$ cat config.mk
export PLATFORM = sky130hd
export DESIGN_NAME = blade_sequencer
export DESIGN_NICKNAME = d
export VERILOG_FILES = /design/src/rtl/blade_sequencer.sv
export SDC_FILE = /design/constraint.sdc
export NUM_CORES = 1
export LEC_CHECK = 0
export BUFFER_PORTS_ARGS = -buffer_cell sky130_fd_sc_hd__buf_2
export CELL_PAD_IN_SITES_DETAIL_PLACEMENT = 0
export CELL_PAD_IN_SITES_GLOBAL_PLACEMENT = 1
export CORE_MARGIN = 10
export CORE_UTILIZATION = 41
export CTS_BUF_LIST = sky130_fd_sc_hd__clkbuf_8
export DETAILED_ROUTE_END_ITERATION = 10
export GPL_ROUTABILITY_DRIVEN = 0
export HOLD_SLACK_MARGIN = 0.1
export PLACE_DENSITY = 0.84
export SLEW_MARGIN = 5
export SYNTH_ARGS = -nofsm -noshare
export SYNTH_HDL_FRONTEND = slang
export SYNTH_SLANG_ARGS = --single-unit
$ cat constraint.sdc
create_clock -name clk -period 6.73 [get_ports clk]
set_input_delay 1.346 -clock clk [delete_from_list [all_inputs] [get_ports clk]]
set_output_delay 1.346 -clock clk [all_outputs]
set_load 0.03 [all_outputs]
$ cat src/rtl/blade_sequencer.sv
// rtl/blade_sequencer.sv - lightsaber blade length sequencer with ignite/resize/retract ramps
// Optional feature macro: BLADE_INSTANT_RETRACT_EN (retract drops the blade to 0 in one cycle)
module blade_sequencer #(
    parameter int STEP_CM  = 5,
    parameter int TICK_DIV = 4,
    parameter int MAX_CM   = 100,
    parameter int DEF_CM   = 50
) (
    input  logic        clk,
    input  logic        rst,
    input  logic        ignite,
    input  logic        retract,
    input  logic        cfg_valid,
    output logic        cfg_ready,
    input  logic [15:0] cfg_L,
    input  logic [15:0] cfg_R,
    input  logic [1:0]  cfg_blade,
    output logic [15:0] blade_L,
    output logic [15:0] blade_R,
    output logic [15:0] hilt_len,
    output logic        blade_on,
    output logic        busy,
    output logic [2:0]  state,
    output logic        err
);

    localparam logic [2:0] S_OFF     = 3'd0;
    localparam logic [2:0] S_IGNITE  = 3'd1;
    localparam logic [2:0] S_ON      = 3'd2;
    localparam logic [2:0] S_RESIZE  = 3'd3;
    localparam logic [2:0] S_RETRACT = 3'd4;

    localparam logic [7:0]         STEP8     = 8'(STEP_CM);
    localparam logic [7:0]         DEF8      = 8'(DEF_CM);
    localparam logic [7:0]         MAX8      = 8'(MAX_CM);
    localparam logic signed [31:0] MAX32     = 32'(MAX_CM);
    localparam logic [15:0]        TICK_LAST = 16'(TICK_DIV - 1);

    logic [7:0]  cur_cm;
    logic [7:0]  tgt_cm;
    logic [1:0]  bcfg;
    logic [15:0] tick;

    assign cfg_ready = (state == S_OFF) || (state == S_ON);
    assign blade_on  = (state == S_ON);
    assign busy      = (state == S_IGNITE) || (state == S_RESIZE) || (state == S_RETRACT);
    assign blade_L   = {15'd0, (cur_cm >= 8'd100)};
    assign blade_R   = {8'd0, (cur_cm >= 8'd100) ? (cur_cm - 8'd100) : cur_cm};
    assign hilt_len  = (bcfg == 2'd3) ? 16'd10 : 16'd0;

    // Requested length in signed cm; sign-extended so negative metres stay negative.
    logic signed [31:0] req;
    logic               cfg_take;
    logic               cfg_bad;
    logic [7:0]         new_tgt;
    logic [1:0]         new_bcfg;

    assign req      = $signed({{16{cfg_L[15]}}, cfg_L}) * 32'sd100 + $signed({{16{cfg_R[15]}}, cfg_R});
    assign cfg_take = cfg_valid && cfg_ready;

    always_comb begin
        new_tgt  = tgt_cm;
        new_bcfg = bcfg;
        cfg_bad  = 1'b0;
        if (cfg_blade == 2'd0) begin
            cfg_bad = 1'b1;
        end else begin
            new_bcfg = cfg_blade;
            if (cfg_L[15] || cfg_R[15] || (req == 32'sd0)) begin
                new_tgt = DEF8;
                cfg_bad = 1'b1;
            end else if (req > MAX32) begin
                new_tgt = MAX8;
                cfg_bad = 1'b1;
            end else begin
                new_tgt = req[7:0];
            end
        end
    end

    // One saturating step toward the destination; retract always heads for zero.
    logic [7:0] dest;
    logic [7:0] diff;
    logic [7:0] delta;
    logic [7:0] stepped;
    logic       going_up;
    logic       step_fire;

    always_comb begin
        dest     = (state == S_RETRACT) ? 8'd0 : tgt_cm;
        going_up = (dest > cur_cm);
        diff     = going_up ? (dest - cur_cm) : (cur_cm - dest);
        delta    = (diff < STEP8) ? diff : STEP8;
        stepped  = going_up ? (cur_cm + delta) : (cur_cm - delta);
    end

    assign step_fire = (tick == TICK_LAST);

    always_ff @(posedge clk or negedge rst) begin
        if (!rst) begin
            state  <= S_OFF;
            cur_cm <= 8'd0;
            tgt_cm <= DEF8;
            bcfg   <= 2'd1;
            tick   <= 16'd0;
            err    <= 1'b0;
        end else begin
            err <= cfg_take && cfg_bad;
            if (cfg_take) begin
                tgt_cm <= new_tgt;
                bcfg   <= new_bcfg;
            end
            case (state)
                S_OFF: begin
                    tick <= 16'd0;
                    if (ignite && !retract) begin
                        state <= S_IGNITE;
                    end
                end
                S_IGNITE, S_RESIZE: begin
                    if (retract) begin
                        state <= S_RETRACT;
                        tick  <= 16'd0;
                    end else if (step_fire) begin
                        cur_cm <= stepped;
                        tick   <= 16'd0;
                        if (stepped == dest) begin
                            state <= S_ON;
                        end
                    end else begin
                        tick <= tick + 16'd1;
                    end
                end
                S_ON: begin
                    tick <= 16'd0;
                    if (retract) begin
                        state <= S_RETRACT;
                    end else if (cfg_take && (new_tgt != cur_cm)) begin
                        state <= S_RESIZE;
                    end
                end
                S_RETRACT: begin
`ifdef BLADE_INSTANT_RETRACT_EN
                    cur_cm <= 8'd0;
                    tick   <= 16'd0;
                    state  <= S_OFF;
`else
                    if (step_fire) begin
                        cur_cm <= stepped;
                        tick   <= 16'd0;
                        if (stepped == 8'd0) begin
                            state <= S_OFF;
                        end
                    end else begin
                        tick <= tick + 16'd1;
                    end
`endif
                end
                default: begin
                    state <= S_OFF;
                    tick  <= 16'd0;
                end
            endcase
        end
    end

endmodule

; ---- Word level (Yosys, flattened, before mapping)
; Cells that the tools add are included.
[totals]
register_bits = 38
in_bits = 39
[classes]
mux = 27
n_eq_ne = 15
bitwise_logic = 1
n_reduce_logical = 19
addsub = 7
magnitude_cmp = 4
mul = 1
[ops]
columns = operator, n
row1 = 8-bit two-way mux, 10
row2 = 32-bit logical NOT, 1
row3 = 16-bit two-way mux, 2
row4 = 16-bit one-hot mux with 2 select lines, 1
row5 = 24-bit by 16-bit adder with 25-bit output, 1
row6 = "25-bit by 8-bit greater-than comparator with 1-bit output, second input constant", 1
row7 = 3-bit two-way mux, 8
row8 = 8-bit subtractor, 3
row9 = "16-bit by 6-bit multiplier with 22-bit output, second input constant", 1
row10 = "16-bit by 1-bit adder with 16-bit output, second input constant", 1
row11 = "16-bit by 2-bit == test with 1-bit output, second input constant", 1
row12 = 8-bit one-hot mux with 2 select lines, 1
row13 = 3-bit one-hot mux with 4 select lines, 1
row14 = 8-bit adder, 1
row15 = 8-bit == test, 1
row16 = "8-bit by 7-bit greater-or-equal comparator with 1-bit output, second input constant", 1
row17 = 8-bit greater-than comparator, 1
row18 = 8-bit logical NOT, 1
row19 = "8-bit by 3-bit less-than comparator with 1-bit output, second input constant", 1
row20 = 8-bit inequality test, 1
row21 = "8-bit by 7-bit subtractor with 8-bit output, second input constant", 1
row22 = "3-bit by 2-bit == test with 1-bit output, second input constant", 2
row23 = "3-bit inequality test, second input constant", 2
row24 = 6-bit AND reduction, 1
row25 = other kinds (17), 29

; ---- Logic depth before layout (Yosys ltp)
; Gate-level depths: netlist (run 1).
[depth]
depth_word = 13
mapped_depth = 35
mapped_depth_nobuf = 34

; ---- Least setup slack after synthesis (run 1)
; No wires, ideal clock.
[synth_timing]
kind = input to register
start = in cfg_L[1]
end = reg state[0]
stages = 31
setup_ns = 0.135
setup_slack_ns = -0.880
n_path_buf = 1
t_arrival_ns = 7.475
path_cell_list = ha_1 -> fa_1 -> ha_1 -> ha_1 -> inv_1 -> fa_1 -> nor2b_1 -> o21ai_0 -> a21boi_0 -> o21ai_0 -> a21boi_0 -> o21ai_0 -> nand2b_1 -> nand3_1 -> and2_1 -> nor2b_1 -> xnor2_1 -> ha_1 -> clkbuf_1 -> and3_1 -> nand3b_1 -> o221a_2 -> o221a_2 -> o2111ai_1 -> or4_1 -> a2111oi_2 -> nand4_2 -> o31a_1 -> a221o_1 -> nor4b_1 -> a31oi_1
[synth_via]
elab_chain_len = 10
elab_cells_between_ends = 12
classes_between = add/sub (1) / mul (1) / order compare (1) / eq/ne (2) / mux (3) / reduce/logical (4)
[synth_lines]
columns = item, line_no
row1 = from (decl), 15  ; input logic [15:0] cfg_L,
row2 = 16-bit by 6-bit multiplier with 22-bit output *, 58  ; assign req = $signed({{16{cfg_L[15]}}, cfg_L}) * 32'sd100 + $signed({{16{cfg_R[15]}}, cfg_R});
row3 = 24-bit by 16-bit adder with 25-bit output *, 58
row4 = 25-bit by 8-bit greater-than comparator with 1-bit output or 32-bit logical NOT (tied branches), "72, 69"
row5 = 8-bit two-way mux or 1-bit logical OR (tied branches), "72, 69"
row6 = 8-bit two-way mux *, 69  ; if (cfg_L[15] || cfg_R[15] || (req == 32'sd0)) begin
row7 = 8-bit two-way mux *, 65  ; if (cfg_blade == 2'd0) begin
row8 = 8-bit inequality test *, 138  ; end else if (cfg_take && (new_tgt != cur_cm)) begin
row9 = 1-bit logical AND *, 138
row10 = 3-bit by 2-bit inequality test with 1-bit output (no source line) *, -
row11 = 6-bit AND reduction (no source line) *, -
row12 = to (signal assigned), 137  ; state <= S_RETRACT;
row13 = to (signal assigned), 139  ; state <= S_RESIZE;
row14 = to (signal assigned), 152  ; state <= S_OFF;
row15 = to (decl), 23  ; output logic [2:0] state,
; Mark *: on every way between the ends. The rest lies on a longest branch, timed or not.
; A chain may end at the register's enable or synchronous reset.

; ---- Worst setup path after layout (run 1)
[layout_timing]
start = in cfg_L[1]
end = reg tgt_cm[0]
[layout_via]
elab_chain_len = 6
elab_cells_between_ends = 8
classes_between = add/sub (1) / mul (1) / order compare (1) / mux (3) / reduce/logical (2)
[layout_lines]
columns = item, line_no
row1 = 16-bit by 6-bit multiplier with 22-bit output *, 58
row2 = 24-bit by 16-bit adder with 25-bit output *, 58
row3 = 25-bit by 8-bit greater-than comparator with 1-bit output or 32-bit logical NOT (tied branches), "72, 69"
row4 = 8-bit two-way mux or 1-bit logical OR (tied branches), "72, 69"
row5 = 8-bit two-way mux *, 69
row6 = 8-bit two-way mux *, 65
row7 = to (signal assigned), 110  ; tgt_cm <= new_tgt;
row8 = to (decl), 40  ; logic [7:0] tgt_cm;
; Marks and branches as above.

==> metrics.yaml, run 1 <==
clock_sinks: 38
grt_pass1_vias: 5829
use_met1_pct: 20.4
power.leakage_nw: 3.83
rsz0062_at_grt: "yes"
status: "finished, violations left"
drive_gt1_share_pct: 26.2
dpl.hpwl_mm: 14.0
slowest_stage: "fa_1"
worst_slew_pin_slew_ns: 1.03
ff_latch_area_um2: 956
die-area_mm2: 0.0209
synth-warning-count: 0
fin_ws_ns: -0.573
p_sw_share_pct: 50.6
synth_seq_area_share_pct: 15.0
syn-mean-instance-area_um2: 8.11
hp-class: "reg2reg"
fmax_mhz: 137
antenna_left: 0
path_class: "in2reg"
arrival_ns: 7.48
htreeDepth: 2
ys_ff_latch: 38
timing.rr.end: "state[0]$_DFFE_PN0P_"
initial_utilization_pct: 41.9
clk_pin_slew_worst_paths_ns: 0.08
power_mw: 4.52
violations: "setup timing"
hold_viol: 0
sequentialPowerShare_pct: 7.5
die_w_um: 145
nNetsFinal: 1099
synth_top_area_share_pct: 19.6
startpoint_type: "input pin"
clock_skew_ns: 0.00396
p_comb_share_pct: 87.2
yosysTopAreaCell: "ha_1"
period_needed_ns: 7.30
ios: 94
p_int_mw: 2.24
viasPerCell: 5.26
crit_family: "compound AO/OA/AOI/OAI gates"
slowest_delay_ns: 0.48
cts_root_buf: "clkbuf_8"
synth_cell_types: 76
p_sw_mw: 2.29
peakVddDrop_mv: 0.357
grt_pass1_wl_mm: 27.9
num-fill-cells: 1494
hold_buffers: 0
maxCapViolCount: 0
port_buffers: 56
drt_iter0_drc: 262
power_density_mw_per_mm2: 566
rows: 45
finalNonFillerCells: 1131
cp.buffers_inverters: 7
drtPass1Iterations: 5
overflow: 0
clkPwrFrac_pct: 5.3
syn_area_mm2: 0.00637
grtUsageMet3_pct: 1.79
timing.rr.start: "state[0]$_DFFE_PN0P_"
synth-edff-count: 0
r2r_setup_slack_ns: 0.30
slew_viol_final: 0
fp.coreArea_mm2: 0.0152
async_flop_share_pct: 100
cts_made_buffers: 5
dieHeight_um: 145
drc: 0
antenna_found_initial: 1
whs_ns: 0.464
wl_per_cell_um: 14.9
worstSkewPairLatency_ns: 0.29
ys.flop_type: "dfrtp_1"
max_slew_margin_pct: 31.6
cp_max_fo: 4
grtUsageTotal_pct: 15.9
synth_cells: 786
busiest_layer: "met2"
setup_viol: 10
cts_tree: "built"
dp_cells: 1108
area_growth_pct: 25.4
antenna_cells: 0
grt_max_degree: 39
synth.area.top_cells: "ha_1 (20%), dfrtp_1 (13%), xnor2_1 (6.2%)"
multiInputGateArea_mm2: 0.00529
drt_wl_total_mm: 16.8
min-delay-start: "bcfg[0]$_DFFE_PN1P_"
crit_required_ns: 6.91
grt_util_met2_pct: 28.0
hold_depth: 2
clock_path_buffers: 2
num_vias: 5953
min_period_over_period_pct: 109
reg2regPathDepth: 35
critPathCaptureType: "flop"
whs_endpoint: "bcfg[0]$_DFFE_PN1P_"
[synth_stat cells (4+ instances only)]
| cell type | number |
|---|---|
| ha_1 | 100 |
| nand2_1 | 81 |
| inv_1 | 58 |
| nor2_1 | 52 |
| a21oi_1 | 49 |
| o21ai_0 | 48 |
| xnor2_1 | 45 |
| buf_4 | 40 |
| dfrtp_1 | 34 |
| fa_1 | 18 |
| xor2_1 | 18 |
| nand3_1 | 17 |
| nor3_1 | 16 |
| a21o_1 | 14 |
| nand2b_1 | 12 |
| and2_1 | 10 |
| clkbuf_1 | 10 |
| nor2b_1 | 10 |
| o21a_1 | 10 |
| mux2i_1 | 8 |
| nand4_1 | 8 |
| and3_1 | 7 |
| o211ai_1 | 7 |
| a31oi_1 | 6 |
| nor4_1 | 6 |
| o22ai_1 | 6 |
| a211oi_1 | 5 |
| o31ai_1 | 5 |
| or3_1 | 5 |
| dfstp_2 | 4 |
| o2111ai_1 | 4 |
| or2_2 | 4 |
[power by group through the flow]
stage               clock [mW]  sequential (mW)  combinational [mW]
finish                   0.240            0.337                3.94
global route             0.256            0.344                4.37
CTS                      0.244            0.336                3.76
detailed placement           0            0.340                3.67
global placement             0            0.339                3.65
floorplan                    0            0.372                2.65
[placed cells by master, fill, tap and decap left out, drive strengths merged, types with 4 or more instances in the layout]
master     n
a211oi     6
a21boi     4
a21o      14
a21oi     49
a31oi      7
and2      10
and3       7
buf      167
clkbuf     6
conb      37
dfrtp     34
dfstp      4
fa        18
ha       100
inv       58
mux2i      8
nand2     81
nand2b    12
nand3     17
nand4      9
nor2      52
nor2b     10
nor3      16
nor4       6
o2111ai    4
o211ai     7
o21a      10
o21ai     50
o22ai      6
o31ai      7
or2        4
or3        5
or4        4
xnor2     45
xor2      18
[repair_timing]
item	CTS	global route
pin swaps	16	25
setup endpoints to repair	10	12
gates resized for setup	25	35
buffers inserted	6	11
hold endpoints to repair	0	0
[flip-flops by register name, indices dropped and copies added, names as in the netlist]
name    flops
cur_cm      8
tgt_cm      8
tick       16
state       3
err         1
bcfg        2
[cell type report]
type / count / share of cell area (%)
multi-input combinational: 672 / 66.1
timing repair buffer: 167 / 14.5
sequential: 38 / 12.0
tap: 188 / 2.94
inverter: 58 / 2.72
clock buffer: 6 / 1.03
clock inverter: 2 / 0.751
[how the worst max path moves through the flow]
stage          slack [ns]  depth (start not counted)  startpoint                     to
6_report            -0.57                         35    cfg_L[1]  tgt_cm[0]$_DFFE_PN0P_
5_1_grt             -0.88                         31    cfg_L[1]   state[0]$_DFFE_PN0P_
4_1_cts             -0.44                         33    cfg_L[1]   state[0]$_DFFE_PN0P_
3_5_place_dp        -0.85                         29    cfg_L[2]   state[0]$_DFFE_PN0P_
3_3_place_gp        -0.77                         29    cfg_L[2]   state[0]$_DFFE_PN0P_
2_1_floorplan       -0.49                         28    cfg_L[2]   state[0]$_DFFE_PN0P_
[metrics by stage]
| step | util [%] | setup slack, ns | cell area (µm²) | setup TNS, ns |
|---|---|---|---|---|
| after floorplan | - | -0.489 | 6610 | -1.24 |
| after global placement | 49.1 | -0.772 | 7460 | -5.78 |
| after detailed placement | 49.1 | -0.851 | 7460 | -6.60 |
| after CTS | 51.1 | -0.436 | 7770 | -2.80 |
| after global routing | 52.6 | -0.882 | 7990 | -7.23 |
| final | 52.6 | -0.573 | 7990 | -4.25 |
[worst register-to-register path: cells and delay by family, from the launching register on]
kind / cells / cell delay [ns]
compound gates: 11 / 1.95
flops: 1 / 0.39
mux: 1 / 0.33
fa+ha+maj: 3 / 0.95
xor+xnor: 2 / 0.24
simple gates: 12 / 1.75
buf+inv: 6 / 0.73
[cell families after synthesis]
kind of cell,Yosys count,synth area share (%)
AO/OA/AOI/OAI,201,21.5
XOR/XNOR,63,8.66
adder cells (fa/ha/maj),118,25.3
buffers and inverters,112,9.23
flip-flops,38,15.0
multiplexers,11,1.79
other,1,0.0588
AND/OR/NAND/NOR,242,18.5
[layer usage]
layer	up-vias	part of all wire, %
li1	3037	-
met3	20	3.0
met4	2	1.3
met1	2786	45
met2	108	51
met5	-	0.077
Note: power is estimated with default switching activity, not from simulation.
==> run 2, diff against run 1 <==
--- a/config.mk
+++ b/config.mk
@@ -13,6 +13,7 @@
 export CTS_BUF_LIST = sky130_fd_sc_hd__clkbuf_8
 export DETAILED_ROUTE_END_ITERATION = 10
 export GPL_ROUTABILITY_DRIVEN = 0
+export GPL_TIMING_DRIVEN = 0
 export HOLD_SLACK_MARGIN = 0.1
 export PLACE_DENSITY = 0.84
 export SLEW_MARGIN = 5
==> metrics.yaml, run 2 (synthesis results as in run 1) <==
whs_endpoint: "bcfg[0]$_DFFE_PN1P_"
min_period_over_period_pct: 110
die_w_um: 145
antenna_found_initial: 0
htreeDepth: 2
clock_sinks: 38
cts_made_buffers: 5
hold_viol: 0
fp.coreArea_mm2: 0.0152
crit_required_ns: 6.91
layout_common_cells: "ha_1 (90), nand2_1 (80), buf_4 (68)"
dpl.hpwl_mm: 13.5
power_density_mw_per_mm2: 528
cts_root_buf: "clkbuf_8"
port_buffers: 56
setup_tns_ns: -4.97
fmax_mhz: 135
multiInputGateArea_mm2: 0.00529
mostFrequentLayoutCell: "ha_1"
drtPass1Iterations: 5
wl_per_cell_um: 15.3
timing.rr.start: "state[0]$_DFFE_PN0P_"
dieHeight_um: 145
grtUsageTotal_pct: 15.8
area_growth_pct: 20.9
arrival_ns: 7.60
ios: 94
overflow: 0
max_slew_margin_pct: 27.9
drc: 0
worst_slew_pin_slew_ns: 1.07
antenna_left: 0
viasPerCell: 5.30
fin_util_pct: 50.7
rsz0062_at_grt: "yes"
violations: "setup timing"
startpoint_type: "input pin"
hp-class: "reg2reg"
placed_cell_area_mm2: 0.00712
rows: 45
slowest_stage: "fa_1"
maxCapViolCount: 0
path_class: "in2reg"
num_vias: 5856
min-delay-start: "bcfg[0]$_DFFE_PN1P_"
initial_utilization_pct: 41.9
fin_area_mm2: 0.00770
drt_wl_total_mm: 16.9
hold_buffers: 0
cp_max_fo: 5
nNetsFinal: 1072
slew_viol_final: 0
cp_common_cell: "ha_4"
ff_latch_area_um2: 956
worstSkewPairLatency_ns: 0.30
grt_max_degree: 39
reg2regPathDepth: 35
clock_skew_ns: 0.00501
critPathCaptureType: "flop"
r2r_setup_slack_ns: -0.31
cts_tree: "built"
fin_ws_ns: -0.689
slowest_delay_ns: 0.49
antenna_cells: 0
hold_depth: 2
top_regs: "tick (16), cur_cm (8), tgt_cm (8)"
clk_pin_slew_worst_paths_ns: 0.08
period_needed_ns: 7.42
largest_reg_flops: 16
die-area_mm2: 0.0209
drive_gt1_share_pct: 22.7
setup_viol: 12
num-fill-cells: 1514
drt_iter0_drc: 260
regMostFlops: "tick"
timing.rr.end: "state[0]$_DFFE_PN0P_"
clock_path_buffers: 2
power_mw: 4.07
peakVddDrop_mv: 0.376
grt_pass1_vias: 5823
grt_pass1_wl_mm: 27.6
status: "finished, violations left"
power.leakage_nw: 3.63
## run 2: changes by cell type in the layout (fill, tap and decap cells not counted), sizes merged
| cell | change |
|---|---|
| clkinvlp | +1 |
| buf | -36 |
| clkbuf | +9 |
| clkinv | +1 |
| bufinv | -2 |
## run 2: area by class of cell
class / count / area share (%)
sequential: 38 / 12.4
tap: 188 / 3.05
buffer: 53 / 4.81
clock inverter: 2 / 0.162
clock buffer: 6 / 1.07
timing repair buffer: 87 / 7.02
multi-input combinational: 672 / 68.6
inverter: 58 / 2.83
## run 2: stage by stage
step | setup WS, ns | instances | hold slack [ns]
final | -0.689 | 1104 | 0.462
after global routing | -0.997 | 1104 | 0.500
after CTS | -0.601 | 1097 | 0.461
after detailed placement | -1.24 | 1066 | 0.448
after global placement | -1.25 | 1066 | 0.447
after floorplan | -0.489 | 822 | 0.436
## run 2: worst max-delay path by stage
| stage | end | cells after the start | startpoint | slack, ns |
|---|---|---|---|---|
| global placement | state[0]$_DFFE_PN0P_ | 31 | cfg_L[1] | -1.25 |
| detailed placement | state[0]$_DFFE_PN0P_ | 31 | cfg_L[1] | -1.24 |
| global route | state[0]$_DFFE_PN0P_ | 31 | cfg_L[3] | -1.0 |
| CTS | state[0]$_DFFE_PN0P_ | 31 | cfg_L[2] | -0.60 |
| floorplan | state[0]$_DFFE_PN0P_ | 28 | cfg_L[2] | -0.49 |
| finish | state[0]$_DFFE_PN0P_ | 31 | cfg_L[2] | -0.69 |
## run 2: timing repair
action / in CTS / in global routing
pin swaps: 20 / 19
endpoints found under the setup margin: 12 / 13
resized for setup: 32 / 21
cloned: 0 / 0
buffers inserted: 24 / 8
## run 2: per-layer routing
metal | track usage, % | up-vias | wire (µm)
met5 | 0 | - | 0
met4 | 2.82 | 0 | 227
met3 | 1.96 | 18 | 674
met2 | 28.4 | 131 | 8530
met1 | 19.8 | 2709 | 7490
li1 | - | 2998 | -
## run 2: worst max-delay path: cells and delay by family
family                   cells  cell delay [ns]
AO/OA/AOI/OAI               15             2.86
adder cells (fa/ha/maj)      6             1.82
AND/OR/NAND/NOR              8             1.44
buffers and inverters        2             0.14
## run 2: where the power goes
part | switching (mW) | leakage [nW] | internal, mW
sequential | 0.0990 | 0.496 | 0.291
combinational | 2.02 | 3.09 | 1.49
clock | 0.0890 | 0.0472 | 0.0824
==> run 3, diff against run 2 <==
--- a/config.mk
+++ b/config.mk
@@ -9,13 +9,13 @@
 export CELL_PAD_IN_SITES_DETAIL_PLACEMENT = 0
 export CELL_PAD_IN_SITES_GLOBAL_PLACEMENT = 1
 export CORE_MARGIN = 10
-export CORE_UTILIZATION = 41
+export CORE_UTILIZATION = 48
 export CTS_BUF_LIST = sky130_fd_sc_hd__clkbuf_8
 export DETAILED_ROUTE_END_ITERATION = 10
 export GPL_ROUTABILITY_DRIVEN = 0
 export GPL_TIMING_DRIVEN = 0
 export HOLD_SLACK_MARGIN = 0.1
-export PLACE_DENSITY = 0.84
+export PLACE_DENSITY = 0.92
 export SLEW_MARGIN = 5
 export SYNTH_ARGS = -nofsm -noshare
 export SYNTH_HDL_FRONTEND = slang
==> constraint.sdc (replaced) <==
create_clock -name clk -period 9.06 [get_ports clk]
set_input_delay 1.812 -clock clk [delete_from_list [all_inputs] [get_ports clk]]
set_output_delay 1.812 -clock clk [all_outputs]
set_load 0.03 [all_outputs]
==> metrics.yaml, run 3 (synthesis results as in run 1) <==
arrival_ns: 8.74
fmax_mhz: 117
min_period_over_period_pct: 94.7
status: "finished clean"
antenna_found_initial: 0
port_buffers: 56
max_slew_margin_pct: 41.9
fp.coreArea_mm2: 0.0131
top_regs: "tick (16), cur_cm (8), tgt_cm (8)"
min-delay-start: "bcfg[0]$_DFFE_PN1P_"
worstSetupStartpoint: "cfg_L[2]"
dpl.hpwl_mm: 12.7
reg2regPathDepth: 35
timing.rr.end: "state[0]$_DFFE_PN0P_"
grtUsageTotal_pct: 16.2
critPathCaptureType: "flop"
drt_wl_total_mm: 15.3
hold_viol: 0
cts_made_buffers: 5
clock_skew_ns: 0.00721
timing.critical_path.to: "state[0]$_DFFE_PN0P_"
power_density_mw_per_mm2: 394
setup_viol: 0
drtPass1Iterations: 4
largest_reg_flops: 16
slew_viol_final: 0
r2r_setup_slack_ns: 1.89
dieHeight_um: 135
clk_pin_slew_worst_paths_ns: 0.08
antenna_cells: 0
cts_root_buf: "clkbuf_8"
viasPerCell: 5.33
area_growth_pct: 11.9
startpoint_type: "input pin"
antenna_left: 0
peakVddDrop_mv: 0.258
initial_utilization_pct: 48.5
grt_max_degree: 39
power.leakage_nw: 3.45
worstSkewPairLatency_ns: 0.29
overflow: 0
htreeDepth: 2
die_w_um: 135
whs_ns: 0.456
slowest_stage: "or4_1"
hp-class: "reg2reg"
cp_max_fo: 7
setup_tns_ns: 0
pre_cts_slack_ns: -0.00745
regMostFlops: "tick"
ios: 94
die-area_mm2: 0.0183
cts_tree: "built"
slowest_delay_ns: 0.48
num_vias: 5673
grtUsageMet3_pct: 2.23
wl_per_cell_um: 14.4
clock_sinks: 38
grt_util_met2_pct: 28.9
clock_path_buffers: 2
mostFrequentLayoutCell: "ha_1"
hold_buffers: 0
crit_required_ns: 9.22
path_class: "in2reg"
layout_common_cells: "ha_1 (100), nand2_1 (81), inv_1 (59)"
grt_pass1_wl_mm: 25.6
maxCapViolCount: 0
drc: 0
timing.rr.start: "state[0]$_DFFE_PN0P_"
fin_ws_ns: 0.478
period_needed_ns: 8.58
use_met1_pct: 20.3
drive_gt1_share_pct: 15.1
worst_slew_pin_slew_ns: 0.872
busiest_layer: "met2"
drt_iter0_drc: 368
nNetsFinal: 1044
grt_pass1_vias: 5551
rows: 42
## run 3: metal layers
layer  wire (µm)  vias to the layer above  share of wire, %
li1            -                     2948                 -
met4         222                        0               1.5
met5           0                        -                 0
met2        7550                      111                49
met1        6890                     2598                45
met3         644                       16               4.2
## run 3: stage by stage
step           instances  utilization (%)  cell area, µm²  total power, mW
2_1_floorplan        822                -            6510             2.21
3_5_place_dp        1054             53.3            7010             2.67
3_3_place_gp        1054             53.3            7010             2.66
6_report            1064             54.3            7130             2.81
4_1_cts             1062             54.0            7090             2.80
5_1_grt             1064             54.3            7130             3.12
## run 3: what timing repair did
action	CTS	global route
setup endpoints to repair	0	7
resized for setup	0	5
setup buffers	0	2
## run 3: how the worst min path moves through the flow
stage / endpoint / cells after the start
final: bcfg[0]$_DFFE_PN1P_ / 2
after global routing: bcfg[0]$_DFFE_PN1P_ / 2
after CTS: bcfg[0]$_DFFE_PN1P_ / 2
after detailed placement: bcfg[0]$_DFFE_PN1P_ / 2
after global placement: bcfg[0]$_DFFE_PN1P_ / 2
after floorplan: bcfg[0]$_DFFE_PN1P_ / 2
## run 3: layout make-up
type                            instances  area (µm²)
Clock inverter                          3        13.8
Sequential cell                        38         956
Tap cell                              176         220
Multi-Input combinational cell        672        4990
Timing Repair Buffer                   58         295
Clock buffer                            5        68.8
Fill cell                            1313        6010
Inverter                               58         218
Buffer                                 54         370
## run 3: critical path, delay by kind of cell
kind                       cells  cell delay (ns)
AOI/OAI and AO/OA             17             3.34
xor gates and xnor gates       1             0.14
adders and majority gates      5             1.72
buffers and inverters          2             0.31
and+or+nand+nor                5             1.43
## run 3: power by group
part | switching [mW] | internal, mW | total, mW | leakage, nW
clock | 0.0623 | 0.0523 | 0.115 | 0.0491
sequential | 0.0704 | 0.216 | 0.286 | 0.496
combinational | 1.41 | 1.00 | 2.41 | 2.90
total | 1.54 | 1.27 | 2.81 | 3.45
